### config.mk
export PLATFORM = sky130hd
export DESIGN_NAME = vib_capture_ctrl
export DESIGN_NICKNAME = d
export VERILOG_FILES = /design/src/rtl/vib_capture_ctrl.sv
export SDC_FILE = /design/constraint.sdc
export NUM_CORES = 1
export LEC_CHECK = 0
export ABC_AREA = 1
export ABC_CLOCK_PERIOD_IN_PS = 3300
export CAP_MARGIN = 20
export CORE_ASPECT_RATIO = 1.75
export CORE_MARGIN = 2
export CORE_UTILIZATION = 25
export CTS_CLUSTER_SIZE = 8
export DETAILED_ROUTE_END_ITERATION = 8
export GPL_ROUTABILITY_DRIVEN = 0
export GPL_TIMING_DRIVEN = 1
export PLACE_DENSITY = 0.61
export SLEW_MARGIN = 20
export SYNTH_ARGS = -nofsm -noshare
export SYNTH_HDL_FRONTEND = slang
export SYNTH_SLANG_ARGS = --single-unit
### constraint.sdc
create_clock -name clk -period 3.3 [get_ports clk]
set_input_delay 0.66 -clock clk [delete_from_list [all_inputs] [get_ports clk]]
set_output_delay 0.66 -clock clk [all_outputs]
set_load 0.01 [all_outputs]
### src/rtl/vib_capture_ctrl.sv
// rtl/vib_capture_ctrl.sv - trigger-based ring capture sequencer driving a dual-port sample RAM
module vib_capture_ctrl #(
  parameter int DATA_WIDTH = 8,
  parameter int ADDR_WIDTH = 4,
  parameter int POST_TRIG  = 8
) (
  input  logic                  clk,
  input  logic                  rst,
  input  logic                  arm,
  input  logic                  abort,
  input  logic                  sample_valid,
  input  logic [DATA_WIDTH-1:0] sample,
  input  logic [DATA_WIDTH-1:0] threshold,
  output logic                  ram_en,
  output logic                  ram_we,
  output logic [ADDR_WIDTH-1:0] ram_w_addr,
  output logic [DATA_WIDTH-1:0] ram_di,
  output logic [ADDR_WIDTH-1:0] ram_r_addr,
  input  logic [DATA_WIDTH-1:0] ram_dout,
  output logic                  rd_valid,
  input  logic                  rd_ready,
  output logic [DATA_WIDTH-1:0] rd_data,
  output logic                  rd_last,
  output logic                  busy,
  output logic                  triggered,
  output logic                  done
);

  localparam int DEPTH = 1 << ADDR_WIDTH;
  localparam logic [ADDR_WIDTH-1:0] PRE_MAX   = ADDR_WIDTH'(DEPTH - 1 - POST_TRIG);
  localparam logic [ADDR_WIDTH-1:0] POST_LAST = ADDR_WIDTH'((POST_TRIG > 0) ? POST_TRIG - 1 : 0);
  localparam logic [ADDR_WIDTH-1:0] LAST_IDX  = ADDR_WIDTH'(DEPTH - 1);

  typedef enum logic [2:0] {
    S_IDLE,
    S_ARMED,
    S_POST,
    S_FETCH,
    S_READ
  } state_t;

  state_t state, state_next;

  logic [ADDR_WIDTH-1:0] wp, rp, pre_cnt, post_cnt, rd_cnt;
  logic                  trig_r;
  logic                  wr_fire, trig_fire, rd_hs;

  always_ff @(posedge clk or posedge rst) begin
    if (rst) state <= S_IDLE;
    else     state <= state_next;
  end

  always_comb begin
    state_next = state;
    ram_en     = 1'b0;
    ram_we     = 1'b0;
    ram_r_addr = '0;
    rd_valid   = 1'b0;
    rd_last    = 1'b0;
    done       = 1'b0;
    wr_fire    = 1'b0;
    trig_fire  = 1'b0;
    rd_hs      = 1'b0;
    case (state)
      S_IDLE: begin
        if (arm) state_next = S_ARMED;
      end
      S_ARMED: begin
        wr_fire = sample_valid;
        // Trigger only once the pre-window already holds its full share of samples
        if (sample_valid && pre_cnt == PRE_MAX && sample >= threshold) begin
          trig_fire  = 1'b1;
          state_next = (POST_TRIG == 0) ? S_FETCH : S_POST;
        end
      end
      S_POST: begin
        wr_fire = sample_valid;
        if (sample_valid && post_cnt == POST_LAST) state_next = S_FETCH;
      end
      S_FETCH: begin
        ram_en     = 1'b1;
        ram_r_addr = wp;
        state_next = S_READ;
      end
      S_READ: begin
        rd_valid   = 1'b1;
        rd_last    = (rd_cnt == LAST_IDX);
        ram_en     = rd_ready && !rd_last;
        ram_r_addr = rp;
        rd_hs      = rd_ready;
        if (rd_ready && rd_last) begin
          done       = 1'b1;
          state_next = S_IDLE;
        end
      end
      default: state_next = S_IDLE;
    endcase
    if (abort) begin
      state_next = S_IDLE;
      wr_fire    = 1'b0;
      trig_fire  = 1'b0;
      rd_hs      = 1'b0;
    end
    if (wr_fire) begin
      ram_en = 1'b1;
      ram_we = 1'b1;
    end
  end

  always_ff @(posedge clk or posedge rst) begin
    if (rst) begin
      wp       <= '0;
      rp       <= '0;
      pre_cnt  <= '0;
      post_cnt <= '0;
      rd_cnt   <= '0;
      trig_r   <= 1'b0;
    end else begin
      if (state == S_IDLE && arm && !abort) begin
        wp      <= '0;
        pre_cnt <= '0;
      end
      if (wr_fire) begin
        wp <= wp + 1'b1;
        if (state == S_ARMED && pre_cnt != PRE_MAX) pre_cnt <= pre_cnt + 1'b1;
        if (state == S_POST) post_cnt <= post_cnt + 1'b1;
      end
      if (trig_fire) begin
        trig_r   <= 1'b1;
        post_cnt <= '0;
      end
      // wp now points at the oldest sample; its read is issued this cycle
      if (state == S_FETCH && !abort) begin
        rp     <= wp + 1'b1;
        rd_cnt <= '0;
      end
      if (rd_hs) begin
        rp     <= rp + 1'b1;
        rd_cnt <= rd_cnt + 1'b1;
      end
      if (state_next == S_IDLE) trig_r <= 1'b0;
    end
  end

  assign ram_w_addr = wp;
  assign ram_di     = sample;
  assign rd_data    = ram_dout;
  assign busy       = (state != S_IDLE);
  assign triggered  = trig_r;

endmodule

==> results.json <==
{
  "dpl.hpwl_mm": 3.12,
  "die_x_um": 66.7,
  "final_hold_viol_count": 0,
  "cellPowerDensity_nw_per_um2": 324,
  "setup_slack_ps": 458,
  "grt_use_met1_pct": 11.5,
  "placement_rows": 40,
  "yosysWarningCount": 0,
  "cts_tree": "done",
  "critical_path_peak_fanout": 8,
  "detail-route-antenna-nets": 0,
  "globalRoute.busiestLayer": "met2",
  "route.detailed.drc": 0,
  "number_of_global_route_vias_before_repair": 1405,
  "antenna_violations_before_repair": 0,
  "syn_area_um2": 1720,
  "critical_path.reg2reg.endpoint": "post_cnt[1]$_DFFE_PP0P_",
  "clock_tree_root_driver_cell": "clkbuf_16",
  "period_minus_slack_ps": 2840,
  "worst_r2r_path_depth": 8,
  "worst_slew_pin_slew_ps": 941,
  "post_cts_resize_count": 0,
  "syn-instance-count": 217,
  "nFillCells": 720,
  "power.static_leakage_nw": 1.08,
  "cts.htree.levels": 1,
  "clock_insertion_delay_worst_skew_ps": 260,
  "grt_pass1_wl_mm": 6.34,
  "numCtsBuffers": 3,
  "grt_use_total_pct": 10.8,
  "area_delta_synth_final_pct": 29.1,
  "fmax_mhz": 352,
  "crit_path_end_kind": "primary output",
  "slack_of_the_worst_reg_to_reg_path_ps": 1680,
  "avgRoutedWirePerCell_um": 11.7,
  "register_area_um2": 601,
  "reg2reg_from": "state[1]$_DFF_PP0_",
  "critPathArrivalTime_ps": 2180,
  "yosysSeqAreaShare_pct": 34.9,
  "tns_ps": 0,
  "flop_and_latch_count_out_of_synthesis": 24,
  "ctsHoldBuffers": 0,
  "cts.sink_count": 24,
  "synth.net_count": 260,
  "drt_wl_total_mm": 3.89,
  "relSlewSlack_pct": 37.2,
  "starting_utilization_of_the_core_area_pct": 25.4,
  "antenna-diode-count": 0,
  "globalRouteMet3Util_pct": 1.18,
  "rsz0062_at_grt": "false",
  "die_h_um": 114,
  "critPathCapture": "ram_en",
  "die-area_um2": 7580,
  "final_net_count": 293,
  "worst_hold_path.num_cells": 1,
  "timing_max_transition_violations_final": 0,
  "clock-skew-final_ps": 3.94,
  "clock_transition_at_path_regs_ps": 60,
  "drt-pass1-iter-count": 4,
  "timing.setup.critical_path_class": "input port to primary output",
  "clk_path_buf_depth": 2,
  "drt-vias-per-instance": 4.45,
  "grtUsageMet2_pct": 20.2,
  "cap_violations": 0,
  "drive_above_1_share_pct": 8.06,
  "overflow": 0,
  "core_area_um2": 6760,
  "status": "finished clean",
  "startpoint_type": "input port",
  "min_delay_worst_type": "flop to flop",
  "num_vias": 1479,
  "pin_count_of_the_biggest_net_entering_global_routing": 25,
  "dp_slack_ps": 465,
  "buffer_ports.inserted": 44,
  "top_level_ports": 61,
  "final_min_period_over_clock_period_pct": 86.1,
  "cp_data_required_time_ps": 2640,
  "vdd.ir_drop.worst_v": 0.000264,
  "drtIter0Drc": 22,
  "setup_violations": 0,
  "multi_input_area_um2": 833,
  "synthDistinctLibCells": 33,
  "cts.repair_timing.setup_buffer_count": 0,
  "synth_area_per_cell_um2": 7.92,
  "startpoint": "abort"
}
## flip-flops by register name, summed over array words and instances (netlist names)
signal	count
post_cnt	4
pre_cnt	4
ram_w_addr	4
rd_cnt	4
rp	4
state	3
triggered	1
## critical path: stages
cell and delay, ps:
clkdlybuf4s50_1 520, inv_2 160, nand3_4 150, o211ai_1 120
clkdlybuf4s50_1 560
## Yosys cell counts
cell type | count | share of area [%]
a21o_1 | 1 | 0.44
a21oi_1 | 6 | 1.7
a22o_1 | 2 | 1.0
a31oi_1 | 1 | 0.36
a32o_1 | 1 | 0.58
and3_1 | 1 | 0.36
buf_4 | 16 | 7.0
dfrtp_1 | 24 | 35
ha_1 | 13 | 9.5
inv_1 | 38 | 8.3
inv_2 | 6 | 1.3
mux2_1 | 1 | 0.65
nand2_1 | 36 | 7.9
nand2_2 | 2 | 0.73
nand3_1 | 16 | 4.7
nand3_2 | 1 | 0.58
nand3_4 | 2 | 2.0
nand4_1 | 2 | 0.73
nand4_2 | 1 | 0.73
nor2_1 | 13 | 2.8
nor2_2 | 1 | 0.36
nor2_4 | 3 | 2.0
nor3_1 | 1 | 0.29
nor4_1 | 1 | 0.36
o211ai_1 | 3 | 1.3
o21ai_0 | 4 | 1.2
o21ai_1 | 4 | 1.2
o22ai_1 | 8 | 2.9
or2_0 | 1 | 0.36
or2_1 | 1 | 0.36
or2_2 | 1 | 0.36
xnor2_1 | 2 | 1.0
xor2_1 | 4 | 2.0
## routing by layer
metal	share of wire, %	up-vias
met5	0	-
met4	2.3	0
met3	5.7	7
met2	54	44
met1	38	678
li1	-	750
## area by class of cell
type / count / area share [%]
inverter: 44 / 7.44
multi-input combinational: 133 / 37.5
sequential: 24 / 27.1
clock buffer: 3 / 3.38
timing repair buffer: 44 / 19.8
tap: 84 / 4.74
## report_power, final
group	total (mW)	leakage, nW	internal [mW]	switching, mW
sequential	0.323	0.315	0.308	0.0151
clock	0.259	0.0370	0.160	0.0989
combinational	0.137	0.723	0.0689	0.0681
## cell usage in the layout, fill, tap and decap left out, types with 2 or more instances in the layout
| cell | synthesis | final |
|---|---|---|
| o22ai_1 | 8 | 8 |
| dfrtp_1 | 24 | 24 |
| o211ai_1 | 3 | 3 |
| ha_1 | 13 | 13 |
| o21ai_1 | 4 | 4 |
| nand3_1 | 16 | 16 |
| clkbuf_16 | 0 | 3 |
| a21oi_1 | 6 | 6 |
| nand4_1 | 2 | 2 |
| inv_1 | 38 | 38 |
| xnor2_1 | 2 | 2 |
| nor2_1 | 13 | 13 |
| nand3_4 | 2 | 2 |
| xor2_1 | 4 | 4 |
| nand2_2 | 2 | 2 |
| clkdlybuf4s50_1 | 0 | 44 |
| o21ai_0 | 4 | 4 |
| nor2_4 | 3 | 3 |
| nand2_1 | 36 | 36 |
| a22o_1 | 2 | 2 |
| inv_2 | 6 | 6 |
## logic make-up (layout without fill, tap and decap cells)
family	after synthesis	after routing	synth area share [%]
AOI/OAI and AO/OA	30	30	10.7
xor gates and xnor gates	6	6	3.06
muxes	1	1	0.655
DFF	24	24	34.9
adders and majority gates	13	13	9.46
and+or+nand+nor	83	83	24.6
buffers and inverters	60	91	16.6
## metrics by stage
step	cell area [um2]	std cells	total power, mW	hold WS (ps)	utilization [%]
final	2220	332	0.720	518	32.9
after global routing	2220	332	0.752	537	32.9
after CTS	2220	332	0.728	520	32.9
after detailed placement	2140	329	0.467	512	31.7
after global placement	2140	329	0.464	499	31.7
after floorplan	1720	217	0.414	473	-
## how the worst min path moves through the flow
stage / from / slack (ps) / endpoint
final: rd_cnt[0]$_DFFE_PP0P_ / 520 / rd_cnt[0]$_DFFE_PP0P_
after global routing: rd_cnt[0]$_DFFE_PP0P_ / 540 / rd_cnt[0]$_DFFE_PP0P_
after CTS: pre_cnt[0]$_DFF_PP0_ / 520 / pre_cnt[0]$_DFF_PP0_
after detailed placement: pre_cnt[0]$_DFF_PP0_ / 510 / pre_cnt[0]$_DFF_PP0_
after global placement: pre_cnt[0]$_DFF_PP0_ / 500 / pre_cnt[0]$_DFF_PP0_
after floorplan: rd_cnt[0]$_DFFE_PP0P_ / 470 / rd_cnt[0]$_DFFE_PP0P_
Power figures use the tool's default switching activity.
